<file path="config.mk">
export PLATFORM = sky130hd
export DESIGN_NAME = axi_wr_arbiter
export DESIGN_NICKNAME = d
export VERILOG_FILES = /design/src/rtl/axi_pkg.sv /design/src/rtl/axi_wr_arbiter_rr_picker.sv /design/src/rtl/axi_wr_arbiter.sv
export SDC_FILE = /design/constraint.sdc
export NUM_CORES = 1
export LEC_CHECK = 0
export BUFFER_PORTS_ARGS = -buffer_cell sky130_fd_sc_hd__buf_2
export CAP_MARGIN = 40
export CORE_AREA = 2 2 97 99
export DETAILED_ROUTE_END_ITERATION = 8
export DIE_AREA = 0 0 99 101
export PLACE_DENSITY_LB_ADDON = 0.3
export SYNTH_ARGS = -nofsm -noshare
export SYNTH_HDL_FRONTEND = slang
export SYNTH_SLANG_ARGS = --single-unit
</file>
<file path="constraint.sdc">
create_clock -name axi_ACLK -period 2.03 [get_ports axi_ACLK]
set_input_delay 0.3045 -clock axi_ACLK [delete_from_list [all_inputs] [get_ports axi_ACLK]]
set_output_delay 0.3045 -clock axi_ACLK [all_outputs]
set_load 0.05 [all_outputs]
</file>
<file path="src/rtl/axi_pkg.sv">
// Shared AXI write-path types and default field widths.
package axi_pkg;

  localparam int unsigned AXI_ADDR_WIDTH  = 16;
  localparam int unsigned AXI_DATA_WIDTH  = 32;
  localparam int unsigned AXI_LEN_WIDTH   = 8;
  localparam int unsigned AXI_SIZE_WIDTH  = 3;
  localparam int unsigned AXI_BURST_WIDTH = 2;
  localparam int unsigned AXI_RESP_WIDTH  = 2;
  localparam int unsigned AXI_ID_WIDTH    = 4;

  typedef enum logic [1:0] {
    FIXED = 2'b00,
    INCR  = 2'b01,
    WRAP  = 2'b10
  } burst_t;

  typedef enum logic [1:0] {
    OKAY   = 2'b00,
    EXOKAY = 2'b01,
    SLVERR = 2'b10,
    DECERR = 2'b11
  } resp_t;

  typedef enum logic [1:0] {
    IDLE = 2'b00,
    ADDR = 2'b01,
    DATA = 2'b10,
    RESP = 2'b11
  } arb_state_t;

endpackage

</file>
<file path="src/rtl/axi_wr_arbiter_rr_picker.sv">
// Combinational round-robin picker: first set request at or after ptr, ascending modulo N.
module rr_picker #(
  parameter int unsigned N  = 2,
  parameter int unsigned IW = (N > 1) ? $clog2(N) : 1
) (
  input  logic [N-1:0]  req,
  input  logic [IW-1:0] ptr,
  output logic [N-1:0]  gnt,
  output logic [IW-1:0] idx,
  output logic          vld
);

  logic [IW-1:0] j;

  always_comb begin
    gnt = '0;
    idx = '0;
    vld = 1'b0;
    j   = '0;
    for (int unsigned k = 0; k < N; k++) begin
      j = IW'((32'(ptr) + k) % N);
      if (!vld && req[j]) begin
        vld    = 1'b1;
        gnt[j] = 1'b1;
        idx    = j;
      end
    end
  end

endmodule

</file>
<file path="src/rtl/axi_wr_arbiter.sv">
// Round-robin arbiter sharing one AXI write port (AW/W/B) among NUM_MASTERS masters.
// Optional per-master grant counters when AXI_WR_ARB_STATS_EN is defined.
module axi_wr_arbiter
  import axi_pkg::*;
#(
  parameter int unsigned NUM_MASTERS  = 2,
  parameter int unsigned ADDR_WIDTH   = 16,
  parameter int unsigned DATA_WIDTH   = 32,
  parameter int unsigned LEN_WIDTH    = 8,
  parameter int unsigned SIZE_WIDTH   = 3,
  parameter int unsigned BURST_WIDTH  = 2,
  parameter int unsigned RESP_WIDTH   = 2,
  parameter int unsigned ID_WIDTH     = 4,
  parameter int unsigned STROBE_WIDTH = DATA_WIDTH / 8
) (
  input  logic                                axi_ACLK,
  input  logic                                axi_ARESET,
  input  logic [NUM_MASTERS-1:0]              m_AWVALID,
  output logic [NUM_MASTERS-1:0]              m_AWREADY,
  input  logic [NUM_MASTERS*ID_WIDTH-1:0]     m_AWID,
  input  logic [NUM_MASTERS*ADDR_WIDTH-1:0]   m_AWADDR,
  input  logic [NUM_MASTERS*LEN_WIDTH-1:0]    m_AWLEN,
  input  logic [NUM_MASTERS*SIZE_WIDTH-1:0]   m_AWSIZE,
  input  logic [NUM_MASTERS*BURST_WIDTH-1:0]  m_AWBURST,
  input  logic [NUM_MASTERS-1:0]              m_WVALID,
  output logic [NUM_MASTERS-1:0]              m_WREADY,
  input  logic [NUM_MASTERS-1:0]              m_WLAST,
  input  logic [NUM_MASTERS*DATA_WIDTH-1:0]   m_WDATA,
  input  logic [NUM_MASTERS*STROBE_WIDTH-1:0] m_WSTRB,
  output logic [NUM_MASTERS-1:0]              m_BVALID,
  input  logic [NUM_MASTERS-1:0]              m_BREADY,
  output logic [NUM_MASTERS*ID_WIDTH-1:0]     m_BID,
  output logic [NUM_MASTERS*RESP_WIDTH-1:0]   m_BRESP,
  output logic                                s_AWVALID,
  input  logic                                s_AWREADY,
  output logic [ID_WIDTH-1:0]                 s_AWID,
  output logic [ADDR_WIDTH-1:0]               s_AWADDR,
  output logic [LEN_WIDTH-1:0]                s_AWLEN,
  output logic [SIZE_WIDTH-1:0]               s_AWSIZE,
  output logic [BURST_WIDTH-1:0]              s_AWBURST,
  output logic                                s_WVALID,
  input  logic                                s_WREADY,
  output logic [DATA_WIDTH-1:0]               s_WDATA,
  output logic [STROBE_WIDTH-1:0]             s_WSTRB,
  output logic                                s_WLAST,
  input  logic                                s_BVALID,
  output logic                                s_BREADY,
  input  logic [ID_WIDTH-1:0]                 s_BID,
  input  logic [RESP_WIDTH-1:0]               s_BRESP
`ifdef AXI_WR_ARB_STATS_EN
  ,
  output logic [NUM_MASTERS*16-1:0]           grant_cnt
`endif
);

  localparam int unsigned IW = (NUM_MASTERS > 1) ? $clog2(NUM_MASTERS) : 1;

  arb_state_t               state_q, state_d;
  logic [IW-1:0]            owner_q, rr_ptr_q;
  logic [NUM_MASTERS-1:0]   pick_gnt;
  logic [IW-1:0]            pick_idx;
  logic                     pick_vld;
  logic                     grant;
  logic                     b_hs;

  rr_picker #(
    .N  (NUM_MASTERS),
    .IW (IW)
  ) u_picker (
    .req (m_AWVALID),
    .ptr (rr_ptr_q),
    .gnt (pick_gnt),
    .idx (pick_idx),
    .vld (pick_vld)
  );

  assign m_BID   = {NUM_MASTERS{s_BID}};
  assign m_BRESP = {NUM_MASTERS{s_BRESP}};

  // Grant is gated by reset so every output reads 0 while reset is held.
  always_comb begin
    state_d   = state_q;
    grant     = 1'b0;
    b_hs      = 1'b0;
    m_AWREADY = '0;
    m_WREADY  = '0;
    m_BVALID  = '0;
    s_AWVALID = 1'b0;
    s_WVALID  = 1'b0;
    s_WDATA   = '0;
    s_WSTRB   = '0;
    s_WLAST   = 1'b0;
    s_BREADY  = 1'b0;
    case (state_q)
      IDLE: begin
        if (pick_vld && !axi_ARESET) begin
          grant     = 1'b1;
          m_AWREADY = pick_gnt;
          state_d   = ADDR;
        end
      end
      ADDR: begin
        s_AWVALID = 1'b1;
        if (s_AWREADY) state_d = DATA;
      end
      DATA: begin
        s_WVALID          = m_WVALID[owner_q];
        s_WDATA           = m_WDATA[owner_q*DATA_WIDTH +: DATA_WIDTH];
        s_WSTRB           = m_WSTRB[owner_q*STROBE_WIDTH +: STROBE_WIDTH];
        s_WLAST           = m_WLAST[owner_q];
        m_WREADY[owner_q] = s_WREADY;
        if (s_WVALID && s_WREADY && s_WLAST) state_d = RESP;
      end
      RESP: begin
        m_BVALID[owner_q] = s_BVALID;
        s_BREADY          = m_BREADY[owner_q];
        if (s_BVALID && s_BREADY) begin
          b_hs    = 1'b1;
          state_d = IDLE;
        end
      end
      default: state_d = IDLE;
    endcase
  end

  always_ff @(posedge axi_ACLK or posedge axi_ARESET) begin
    if (axi_ARESET) begin
      state_q   <= IDLE;
      owner_q   <= '0;
      rr_ptr_q  <= '0;
      s_AWID    <= '0;
      s_AWADDR  <= '0;
      s_AWLEN   <= '0;
      s_AWSIZE  <= '0;
      s_AWBURST <= '0;
    end else begin
      state_q <= state_d;
      if (grant) begin
        owner_q   <= pick_idx;
        s_AWID    <= m_AWID[pick_idx*ID_WIDTH +: ID_WIDTH];
        s_AWADDR  <= m_AWADDR[pick_idx*ADDR_WIDTH +: ADDR_WIDTH];
        s_AWLEN   <= m_AWLEN[pick_idx*LEN_WIDTH +: LEN_WIDTH];
        s_AWSIZE  <= m_AWSIZE[pick_idx*SIZE_WIDTH +: SIZE_WIDTH];
        s_AWBURST <= m_AWBURST[pick_idx*BURST_WIDTH +: BURST_WIDTH];
      end
      if (b_hs) rr_ptr_q <= (owner_q == IW'(NUM_MASTERS - 1)) ? '0 : owner_q + 1'b1;
    end
  end

`ifdef AXI_WR_ARB_STATS_EN
  logic [15:0] cnt_q [NUM_MASTERS];

  always_ff @(posedge axi_ACLK or posedge axi_ARESET) begin
    if (axi_ARESET) begin
      for (int unsigned i = 0; i < NUM_MASTERS; i++) cnt_q[i] <= '0;
    end else if (grant && (cnt_q[pick_idx] != '1)) begin
      cnt_q[pick_idx] <= cnt_q[pick_idx] + 16'd1;
    end
  end

  for (genvar gi = 0; gi < NUM_MASTERS; gi++) begin : g_cnt
    assign grant_cnt[gi*16 +: 16] = cnt_q[gi];
  end
`endif

endmodule

</file>
Word-level counts from Yosys, hierarchy flattened:

Cells that the tools add are included.

* input port bits: 157
* bits in registers: 37
* word-level logic and storage cells: 88

* bitwise gates (word level): 3
* reduce and logical (&&, ||, !) cells: 12
* shift operators: 7
* mux-type cells: 42
* $mul: 1
* add/sub/neg operators: 2
* equal/unequal tests: 7
* order comparisons: 6

Operators with widths (count)
* $shiftx A64 B7 Y32: 1
* $mux W32: 1
* $shiftx A32 B6 Y16: 1
* $mux W1: 26
* $mux W2: 10
* $shiftx A16 B5 Y8: 1
* $shiftx A8 B4 Y4: 2
* $logic_and A1 B1 Y1: 8
* $ne A2 B2 Y1 const B: 4
* $pmux W2 S4: 1
* $lt A1 B2 Y1 const B: 3
* $shiftx A6 B4 Y3: 1
* $and A2 B2 Y2: 2
* $eq A2 B2 Y1 const B: 2
* $mux W4: 1
* $reduce_and A4 Y1: 1
* $shiftx A4 B3 Y2: 1
* $demux W1 S1: 3
* $ge A1 B1 Y1 const B: 3
* $mul A1 B2 Y3 const B: 1
* $add A1 B1 Y1 const B: 2
* $eq A2 B1 Y1 const B: 1
* $logic_not A1 Y1: 2
* $logic_not A2 Y1: 1
* $or A2 B2 Y2: 1

Logic depth before layout (Yosys ltp):

* word-level depth: 9
* depth in mapped cells: 7
* gate-level depth less buffers: 6

By module:

A second synthesis with hierarchy kept.

* cell total of the unflattened synthesis: 286
* area, all modules: 2628.8 um2

Modules (own cells, without submodules)
* axi_wr_arbiter: seq. area each 925.9 um2, cells an instance 281, area an instance 2596.2 um2, times used 1
* rr_picker: seq. area each 0.0 um2, cells an instance 5, area an instance 32.5 um2, times used 1

Worst setup path after synthesis:

No wires, ideal clock.

* path type: register -> output
* start point: reg state_q[0]
* end point: out s_WDATA[22]
* path buffers: 1
* required time: 1725 ps
* slack: 48 ps
* arrival time: 1678 ps
* stages on the path, launching flop included: 5
* cells stage by stage: dfrtp_1 inv_1 ha_1 clkbuf_1 nor2b_1

* cells in the longest elaborated chain, start to end: 2

RTL lines
* start, declared: RTL line axi_wr_arbiter.sv:58 `arb_state_t state_q, state_d;`
* start signal, assigned: RTL line axi_wr_arbiter.sv:137 `state_q <= state_d;`
* $eq A2 B2 Y1: RTL line axi_wr_arbiter.sv:94 `case (state_q)`
* $mux W32: RTL line axi_wr_arbiter.sv:94
* end, declared: RTL line axi_wr_arbiter.sv:43 `output logic [DATA_WIDTH-1:0] s_WDATA,`

No other way between the ends.

Worst setup path after layout:

* start point: reg state_q[0]
* end point: out s_WDATA[13]

The elaborated chain is that of the path after synthesis.

==> results.sh <==
export IMPL_status="completed"
export IMPL_synthTopCellsByCount="mux2i_1, nor2b_1, dfrtp_1, nand2_1, o21ai_1"
export IMPL_grt_pass1_vias=2515
export IMPL_yosys_area_top_type_share=0.345
export IMPL_worst_slew_pin_transition_ps=327
export IMPL_cts_root_buf="clkbuf_8"
export IMPL_io_buffers=229
export IMPL_maxSlewViolCount=0
export IMPL_ys_seq_elements=37
export IMPL_htree_num_levels=2
export IMPL_max_slew_margin=0.782
export IMPL_start_kind="flop"
export IMPL_cts_tree="built"
export IMPL_synth_edff_count=0
export IMPL_yosys_cell_count_top_type="mux2i_1"
export IMPL_worstHoldPathType="in2async"
export IMPL_postSynthAreaPerCell_um2=9.46
export IMPL_slowest_delay_ps=420
export IMPL_num_antenna_cells=0
export IMPL_fin_crit_ps=1900
export IMPL_peakVddDrop_uv=1160
export IMPL_synth_area_leaders="dfrtp_1, mux2i_1, nor2b_1, o21ai_1, nand2_1"
export IMPL_core_area_um2=8980
export IMPL_yosys_warnings=0
export IMPL_wl_per_cell_um=13.2
export IMPL_synth_distinct_cells=30
export IMPL_cp_data_required_time_ps=1730
export IMPL_die_area_um2=10000
export IMPL_placed_cells=599
export IMPL_nNetsFinal=657
export IMPL_ys_flop_type="dfrtp_1"
export IMPL_hold_viol_final=0
export IMPL_ant_nets=0
export IMPL_tns_ps=0
export IMPL_place_hpwl_um=6940
export IMPL_cts_setup_buffers=0
export IMPL_drt_iter0_markers=32
export IMPL_grt_max_degree=48
export IMPL_ys_seq_area_frac=0.345
export IMPL_synth_area_leader_cell="dfrtp_1"
export IMPL_area_growth_pct=50.7
export IMPL_skew_ps=5.09
export IMPL_grt_pass1_wl_um=12000
export IMPL_die_height_um=101
export IMPL_fin_cells=607
export IMPL_cts_buffers=5
export IMPL_clk_pin_slew_worst_paths_ps=80
export IMPL_rsz0062_at_grt="false"
export IMPL_layout_drive_gt1_share=0.516
export IMPL_crit_path_top_delay_cell="dfrtp_1"
export IMPL_fmax_ghz=0.526
export IMPL_p_leak_nw=2.28
export IMPL_path_cells="inv_2 > ha_1 > buf_12 > nor2b_2 > buf_4"
export IMPL_clock_latency_ps=280
export IMPL_path_max_fanout=42
export IMPL_cts_buffer_depth=2
export IMPL_synth_area_um2=2690
export IMPL_wl_um=8020
export IMPL_critPathKind="reg2out"
export IMPL_dr_pass1_iters=2
export IMPL_die_w_um=99
export IMPL_end_kind="output pin"
export IMPL_grt_overflow_total=0
export IMPL_io_pins=248
export IMPL_syn_num_nets=446
export IMPL_vias_per_cell=4.41
export IMPL_antenna_found_initial=0
export IMPL_synth_cells=284
export IMPL_setup_violations_final=0
export IMPL_grtUsageTotal=0.150
export IMPL_arrival_ps=1600
export IMPL_drv_cap=0
export IMPL_post_route_period_util=0.936
export IMPL_fp_row_count=35
export IMPL_place_gp_congestion=0.794
export IMPL_drc=0
export IMPL_clock_sinks=37
export IMPL_powerDensity_nw_per_um2=1620
export IMPL_initial_core_util=0.299
export IMPL_vias=2678
export IMPL_hold_buffers=0
export IMPL_synth_async_reset_ratio=1.00
export IMPL_final_core_util=0.451
## area by class of cell
type,count,area (um^2)
Clock buffer,5,68.8
Clock inverter,3,68.8
Sequential cell,37,927
Timing Repair Buffer,236,1320
Tap cell,111,139
Inverter,7,26.3
Multi-Input combinational cell,208,1500
Fill cell,905,4930
## worst max-delay path, delay by kind of cell (launching register included)
| kind | cells | cell delay [ps] |
|---|---|---|
| flip-flops | 1 | 420 |
| buffers and inverters | 3 | 490 |
| AND/OR/NAND/NOR | 1 | 200 |
| adder cells (fa/ha/maj) | 1 | 190 |
## layout by cell type, fill, tap and decap left out, types with 3 or more instances in the layout
| cell type | netlist | layout |
|---|---|---|
| ha_1 | 5 | 5 |
| nor2_1 | 5 | 5 |
| o21ai_1 | 29 | 29 |
| clkbuf_8 | 0 | 5 |
| buf_4 | 17 | 18 |
| o21ai_0 | 6 | 6 |
| nor2b_2 | 0 | 3 |
| dfrtp_1 | 37 | 36 |
| clkbuf_4 | 0 | 14 |
| buf_2 | 4 | 199 |
| inv_1 | 6 | 5 |
| buf_12 | 2 | 3 |
| nand2_1 | 37 | 37 |
| mux2i_1 | 72 | 72 |
| nor2b_1 | 39 | 36 |
## path summary, 6_finish.rpt
check                             start           to  slack, ps  cells after the start
max                          state_q[0]  s_WDATA[13]        130                      5
min                          axi_ARESET      owner_q         50                      3
max reg2reg                     owner_q   state_q[1]        410                      5
min reg2reg                 s_AWADDR[5]  s_AWADDR[5]        480                      2
max in group asynchronous    axi_ARESET    s_AWID[1]       1750                      3
min in group axi_ACLK      m_AWADDR[16]  s_AWADDR[0]        290                      3
## routing by layer
metal  track usage  up-vias  wire (um)
met1         0.157     1167       2930
li1              -     1368          -
met3        0.0451        6        794
met4        0.0337        0         72
met2         0.292      137       4220
met5             0        -          0
## sequential cells by signal, indices dropped and copies added (netlist names)
signal	flops
s_AWBURST	2
state_q	2
s_AWID	4
s_AWLEN	8
s_AWSIZE	3
s_AWADDR	16
owner_q	1
rr_ptr_q	1
## where the power goes
part / switching (mW) / internal (mW)
logic: 3.19 / 1.36
registers: 0.165 / 1.07
clock network: 0.271 / 0.495
## what timing repair did
item	CTS	global route
endpoints found under the setup margin	3	30
pin swaps	0	0
resized for setup	3	46
hold endpoints to repair	0	0
## logic make-up (layout without fill, tap and decap cells)
group	count (synthesis)	in the layout	synth area share
muxes	73	73	0.274
and+or+nand+nor	89	89	0.169
adders and majority gates	5	5	0.0233
buffers and inverters	39	251	0.103
DFF	37	37	0.345
AOI/OAI and AO/OA	41	41	0.0861
## metrics by stage
step,power (mW),worst slack [ps],hold slack [ps],area (um^2)
final,6.55,130,53.9,4050
after floorplan,4.79,47.9,481,2690
after global routing,6.94,28.5,72.3,4050
after CTS,6.53,2.17,56.6,3970
after detailed placement,5.74,274,369,3820
after global placement,5.67,285,366,3820
Power figures use the tool's default switching activity.
